===== config.mk =====
export PLATFORM = sky130hd
export DESIGN_NAME = ws2812_led_arbiter
export DESIGN_NICKNAME = d
export VERILOG_FILES = /design/src/rtl/ws2812_led_arbiter.sv
export SDC_FILE = /design/constraint.sdc
export NUM_CORES = 1
export LEC_CHECK = 0
export CAP_MARGIN = 20
export CORE_UTILIZATION = 39
export DETAILED_ROUTE_END_ITERATION = 7
export PLACE_DENSITY = 0.7
export RECOVER_POWER = 50
export SYNTH_ARGS = -nofsm -noshare
export SYNTH_HDL_FRONTEND = slang
export SYNTH_SLANG_ARGS = --single-unit
export TNS_END_PERCENT = 30

===== constraint.sdc =====
create_clock -name clk -period 2.9 [get_ports clk]
set_clock_uncertainty 0.15 [all_clocks]
set_input_delay 0.58 -clock clk [delete_from_list [all_inputs] [get_ports clk]]
set_output_delay 0.58 -clock clk [all_outputs]
set_load 0.02 [all_outputs]

===== src/rtl/ws2812_led_arbiter.sv =====
// Priority scheduler sharing one WS2812 status pixel between NUM_REQ requesters.
// Optional WS2812_ARB_DIM_EN adds a `dim` port that right-shifts each colour channel.

module ws2812_arb_slot #(
  parameter int HOLD_MS = 200
) (
  input  logic        clk,
  input  logic        reset_n,
  input  logic        tick,
  input  logic        set,
  input  logic        clr,
  input  logic        sticky,
  input  logic        blink,
  input  logic [23:0] color_in,
  output logic        active,
  output logic        blink_en,
  output logic [23:0] slot_color
);
  typedef enum logic [1:0] {S_IDLE, S_TIMED, S_STICKY} state_t;

  state_t      state;
  logic [15:0] hold;

  // set outranks clr and expiry, so a re-set always restarts the timer
  always_ff @(posedge clk) begin
    if (!reset_n) begin
      state      <= S_IDLE;
      hold       <= '0;
      slot_color <= '0;
      blink_en   <= 1'b0;
    end else if (set) begin
      slot_color <= color_in;
      blink_en   <= blink;
      hold       <= 16'(HOLD_MS);
      state      <= sticky ? S_STICKY : S_TIMED;
    end else if (clr) begin
      state <= S_IDLE;
    end else if (state == S_TIMED && tick) begin
      hold <= hold - 16'd1;
      if (hold <= 16'd1) state <= S_IDLE;
    end
  end

  assign active = (state != S_IDLE);
endmodule

module ws2812_led_arbiter #(
  parameter int          NUM_REQ    = 4,
  parameter int          CLK_FRE    = 32_000_000,
  parameter int          HOLD_MS    = 200,
  parameter int          BLINK_MS   = 250,
  parameter logic [23:0] IDLE_COLOR = 24'h000000
) (
  input  logic                 clk,
  input  logic                 reset_n,
  input  logic [NUM_REQ-1:0]   set,
  input  logic [NUM_REQ-1:0]   clr,
  input  logic [NUM_REQ-1:0]   sticky,
  input  logic [NUM_REQ-1:0]   blink,
  input  logic [24*NUM_REQ-1:0] color_in,
`ifdef WS2812_ARB_DIM_EN
  input  logic [1:0]           dim,
`endif
  output logic [23:0]          color,
  output logic [NUM_REQ-1:0]   owner,
  output logic [NUM_REQ-1:0]   active,
  output logic                 changed
);
  localparam int PRE = CLK_FRE / 1000;
  localparam int PW  = (PRE > 1) ? $clog2(PRE) : 1;

  logic [PW-1:0] pre;
  logic          tick;

  assign tick = (pre == PW'(PRE - 1));

  always_ff @(posedge clk) begin
    if (!reset_n || tick) pre <= '0;
    else                  pre <= pre + 1'b1;
  end

  // Shared blink phase; a blinking set restarts it so the colour shows first
  logic [15:0] bcnt;
  logic        phase;
  logic        blink_clr;

  assign blink_clr = |(set & blink);

  always_ff @(posedge clk) begin
    if (!reset_n || blink_clr) begin
      bcnt  <= '0;
      phase <= 1'b0;
    end else if (tick) begin
      if (bcnt == 16'(BLINK_MS - 1)) begin
        bcnt  <= '0;
        phase <= ~phase;
      end else begin
        bcnt <= bcnt + 16'd1;
      end
    end
  end

  logic [NUM_REQ-1:0]       blk;
  logic [NUM_REQ-1:0][23:0] slot_col;

  for (genvar i = 0; i < NUM_REQ; i++) begin : g_slot
    ws2812_arb_slot #(.HOLD_MS(HOLD_MS)) u_slot (
      .clk        (clk),
      .reset_n    (reset_n),
      .tick       (tick),
      .set        (set[i]),
      .clr        (clr[i]),
      .sticky     (sticky[i]),
      .blink      (blink[i]),
      .color_in   (color_in[24*i +: 24]),
      .active     (active[i]),
      .blink_en   (blk[i]),
      .slot_color (slot_col[i])
    );
  end

  logic [23:0]        sel_col;
  logic [23:0]        dimmed;
  logic [NUM_REQ-1:0] sel_own;

  // Walk from the top so the lowest active index is the last to write
  always_comb begin
    sel_col = IDLE_COLOR;
    sel_own = '0;
    for (int i = NUM_REQ - 1; i >= 0; i--) begin
      if (active[i]) begin
        sel_col    = (blk[i] && phase) ? 24'h000000 : slot_col[i];
        sel_own    = '0;
        sel_own[i] = 1'b1;
      end
    end
  end

`ifdef WS2812_ARB_DIM_EN
  assign dimmed = {sel_col[23:16] >> dim, sel_col[15:8] >> dim, sel_col[7:0] >> dim};
`else
  assign dimmed = sel_col;
`endif

  always_ff @(posedge clk) begin
    if (!reset_n) begin
      color   <= IDLE_COLOR;
      owner   <= '0;
      changed <= 1'b0;
    end else begin
      color   <= dimmed;
      owner   <= sel_own;
      changed <= (dimmed != color);
    end
  end
endmodule


# Yosys cells after proc, flatten, opt, wreduce, memory -nomap -nowiden
# Index checks and enable logic that the tools add are counted.
# word_totals
regBits	233
latch_bits	0
ram_bits	0
romBits	0
in_bits	114
out_inout_bits	33
word_cells	150
mem_count	0
# classes
addsub	6
mul	0
n_div	0
n_lt_le_gt_ge	4
n_eq_ne	11
shifts	0
mux	45
n_bitwise	7
n_reduce_logical	48
# op_table
cell	n
24-bit 2-to-1 mux	8
8-bit 2-to-1 mux	12
16-bit by 1-bit less-or-equal comparator with 1-bit output (second input constant)	4
16-bit by 1-bit subtractor with 16-bit output (second input constant)	4
2-bit 2-to-1 mux	21
2-bit AND reduction	13
24-bit != test	1
3-bit nonzero test	8
16-bit by 1-bit adder with 16-bit output (second input constant)	1
16-bit by 8-bit equality test with 1-bit output (second input constant)	1
16-bit 2-to-1 mux	1
2-bit nonzero test	8
15-bit by 1-bit adder with 15-bit output (second input constant)	1
15-bit equality test (second input constant)	1
2-bit OR reduction	5
2-bit by 1-bit equality test with 1-bit output (second input constant)	4
1-bit logical AND	8
2-bit != test (second input constant)	4
4-bit OR reduction	2
1-bit NOT	6
4-bit bitwise AND	1
4-bit 2-to-1 mux	1
3-bit 2-to-1 mux	1
3-bit OR reduction	1
other kinds (3)	4

# Depth between registers and ports, before layout
# logic_depth
ltp_word	7
ltp_mapped	10
depth_no_buf	8

# Modules after synthesis
# A second synthesis with hierarchy kept.
# unflattened
hier_cells	1188
hier_area_um2	10884.2
# by_module_without_submodules
mod	instances	cells_per_inst	area_per_inst_um2	seq_area_each_um2
ws2812_arb_slot at g_slot[1].u_slot ...	3	180	1818.0	860.8
ws2812_led_arbiter	1	472	3633.5	1221.2
ws2812_arb_slot at g_slot[0].u_slot	1	176	1796.7	860.8

# Worst setup path after synthesis
# No wires, ideal clock.
# synth_timing
path_kind	reg2reg
startpoint	register phase
endpoint	register changed
setup_ns	0.125
arrival_ns	2.259
required_ns	2.625
slack_ns	0.366
path_stages_with_launch	11
path_buffers	3
period_less_slack_ns	2.534
path_cell_list	dfxtp_1 > clkbuf_1 > a2bb2oi_1 > clkbuf_1 > buf_1 > nand2_1 > a22oi_1 > xor2_1 > nor4_1 > nand4_1 > o41a_1
# synth_between
elab_chain_cells	7
word_cells_on_any_way	13
classes_between	eq/ne (1); mux (8); reduce/logical (4)
# synth_rtl
item	line	source
start, declared	84	logic phase;
start signal, assigned	96	phase <= ~phase;
1-bit logical AND	132	sel_col = (blk[i] && phase) ? 24'h000000 : slot_col[i];
24-bit 2-to-1 mux	132	
24-bit 2-to-1 mux (3 in series)	131	if (active[i]) begin
24-bit 2-to-1 mux (*)	131	
24-bit != test (*)	153	changed <= (dimmed != color);
end signal, assigned	153	
end, declared	67	output logic changed
# Mark *: on every way between the ends. The rest lies on a longest branch, timed or not.
# A chain may end at the register's enable or synchronous reset.

# Worst setup path in the final report
# layout_timing
startpoint	register g_slot[3].u_slot.state[1]
endpoint	output port active[3]
# layout_between
elab_chain_cells	1
# layout_rtl
item	line	source
start, declared	21	state_t state;
start signal, assigned	35	state <= sticky ? S_STICKY : S_TIMED;
2-bit nonzero test	44	assign active = (state != S_IDLE);
end, declared	66	output logic [NUM_REQ-1:0] active,
# Every way passes these cells.

==> run_results.csv <==
group,metric,value,unit
status,status,"finished, final reports clean",
detailed_routing,via_per_inst,5.194,
setup_path,start_kind,"register",
cts,cts_root_buf,"clkbuf_16",
place,numPortBuffers,146,
global_route,track_usage,0.1980,
floorplan,row_count,60,
setup_path,end_kind,"primary output",
detailed_routing,num_vias,8497,
setup_path,cp.required,2.17,ns
cts,insertion_delay,0.52,ns
detailed_routing,routed_wirelength,28.21,mm
global_route,grt_pass1_wl,44.03,mm
cts,clock_path_buffers,3,
sta,hold_ws,0.2898,ns
sta,fmax,0.3526,GHz
power_and_ir_drop,power.total,0.007657,W
sta,worst_slew_pin_slew,1.189,ns
finish,syn_to_final_growth,25.91,%
synth,synth_nets,1259,
sta,maxSlewHeadroom,0.2072,
detailed_routing,drc,0,
sta,drv_slew,0,
power_and_ir_drop,power_density,570.8,mW/mm²
synth,ys_seq_area_frac,0.4378,
cts,cts_buffers,25,
run,maxCapViolCount,0,
place,gp_congestion,0.8428,
place,dp_cells,1588,
detailed_routing,routedWlPerCell,17.24,µm
global_route,grt.overflow.total,0,
cts,cts_tree,"done",
cts,clkSinkCount,233,
setup_path,crit_fanout,18,
synth,netlist_area,0.01065,mm²
sta,tns,0,ns
floorplan,io_pins,147,
cts,ctsHtreeMaxLevel,1,
synth,synth-seq-cells,233,
detailed_routing,drt-initial-drc-count,579,
setup_path,crit_type,"register to primary output",
sta,rsz0062_at_grt,"false",
detailed_routing,postRouteAntennaNets,0,
power_and_ir_drop,peakVddDrop,0.3858,mV
global_route,grt_pass1_vias,8321,
floorplan,fp.dieW,167.3,µm
synth,yosys_warnings,0,
cts,clkTransAtPathRegs,0.06,ns
global_route,grt_max_degree,53,
floorplan,die_area,0.02798,mm²
cts,hold_buffers,0,
synth,synth-edff-count,0,
synth,yosysUniqueCellTypes,63,
synth,yosysTopAreaCell,"dfxtp_1",
synth,ys_top_cells_by_area,"dfxtp_1 44%, mux2i_1 9.3%, nor2b_1 6.4%",
place,dp_hpwl,20.62,mm
floorplan,die_h,167.3,µm
floorplan,start_util,0.3964,
synth,syn_avg_cell_area,9.395,µm²
power_and_ir_drop,p_leak,5.159,nW
floorplan,core-area,0.02688,mm²
synth,synthCells,1134,
synth,yosysTopAreaCellShare,0.4378,
synth,synth_ff_type,"dfxtp_1",
finish,final_nets,1402,
sta,min_period,2.836,ns
detailed_routing,first_pass_iters,5,
finish,drive_gt1_frac,0.08340,
sta,post-route-period-util,0.9780,
sta,hold_viol,0,
finish,fin_cells,1636,
setup_path,critPathArrivalTime,2.11,ns
sta,finalSetupViolCount,0,
synth,async_flop_share,0,
global_route,grt_antenna_before_repair,0,
hold_path,hp-class,"input port to register",
finish,n_antenna_cell,0,
Yosys cell counts, drive strengths merged (13+ instances only):
library cell / instances
o21ai: 22
a221oi: 16
nand2b: 13
xnor2: 52
dfxtp: 233
nor2: 124
xor2: 57
o21a: 15
a21boi: 24
and2: 27
clkbuf: 50
nor2b: 109
nand4: 24
nand3: 19
inv: 14
nand2: 51
a21oi: 20
nor3: 23
nor4: 19
a22oi: 19
mux2i: 99
buf: 19
critical path: stages, from the launching register on:
cell and delay [ns]:
dfxtp_1 0.40, or2_1 0.23, buf_4 0.28, clkdlybuf4s50_1 0.67
cell usage in the layout (no fill, tap or decap), types with 15 or more instances in the layout:
| cell | netlist | final |
|---|---|---|
| a21oi_1 | 20 | 20 |
| buf_4 | 5 | 29 |
| nand3_1 | 18 | 18 |
| clkbuf_16 | 0 | 25 |
| a22oi_1 | 19 | 19 |
| nor3_1 | 23 | 23 |
| o21ai_0 | 22 | 22 |
| a21boi_0 | 24 | 24 |
| mux2i_1 | 99 | 99 |
| nand4_1 | 22 | 22 |
| nor2_1 | 123 | 123 |
| dfxtp_1 | 233 | 233 |
| xnor2_1 | 52 | 52 |
| xor2_1 | 57 | 57 |
| nand2_1 | 51 | 51 |
| o21a_1 | 15 | 15 |
| clkdlybuf4s50_1 | 0 | 139 |
| nor2b_1 | 109 | 109 |
| a221oi_1 | 16 | 16 |
worst paths after layout:
check	start	to	slack, ns	depth (start not counted)
min	reset_n	g_slot[1].u_slot.state[0]	0.29	2
max reg2reg	phase	changed	0.13	9
max	g_slot[3].u_slot.state[1]	active[3]	0.06	3
min reg2reg	pre[0]	pre[0]	0.32	1
layer usage:
layer,part of all wire,track usage,vias up
met2,0.47,0.3380,245
met1,0.44,0.2516,4024
met5,0,0,-
met4,0.031,0.06582,0
li1,-,-,4176
met3,0.057,0.03498,52
stage by stage:
stage | worst slack, ns | utilization | instance area (µm²)
after CTS | 0.05932 | 0.4993 | 13420
after detailed placement | 0.1183 | 0.4675 | 12560
after global routing | 0.01517 | 0.4991 | 13410
after global placement | 0.1601 | 0.4675 | 12560
after floorplan | 0.3655 | - | 10650
final | 0.06389 | 0.4991 | 13410
power breakdown:
part           internal [W]  total, W  leakage, nW  switching (W)
sequential          0.00333   0.00345         1.91       0.000114
combinational      0.000469  0.000922         2.83       0.000453
clock               0.00200   0.00329        0.425        0.00129
what timing repair did:
| item | 4_1_cts | 5_1_grt |
|---|---|---|
| resized for setup | 1 | 1 |
| pin swaps | 0 | 1 |
| setup endpoints to repair | 1 | 2 |
| buffers inserted | 0 | 3 |
sequential cells by signal, summed over array words and instances, names as in the netlist:
register and flops:
phase 1, g_slot.u_slot.hold 64, bcnt 16, color 24, owner 4, changed 1
g_slot.u_slot.blink_en 4, g_slot.u_slot.state 8, pre 15, g_slot.u_slot.slot_color 96
area by class of cell:
class                   instances  area, µm²
clock inverters                11      132.6
multi-input cells             816       5649
flip-flops and latches        233       4664
clock buffers                  34      719.4
inverters                      16      61.31
well taps                     341      426.7
repair buffers                185       1760
fillers                      2495      13460
cell families after synthesis:
logic type,Yosys count,share of synthesized area
DFF,233,0.4378
adders and majority gates,11,0.01292
muxes,99,0.09301
buffers and inverters,85,0.03371
AOI/OAI and AO/OA,143,0.09501
xor gates and xnor gates,109,0.08961
and+or+nand+nor,454,0.2379
Power figures use the tool's default switching activity.
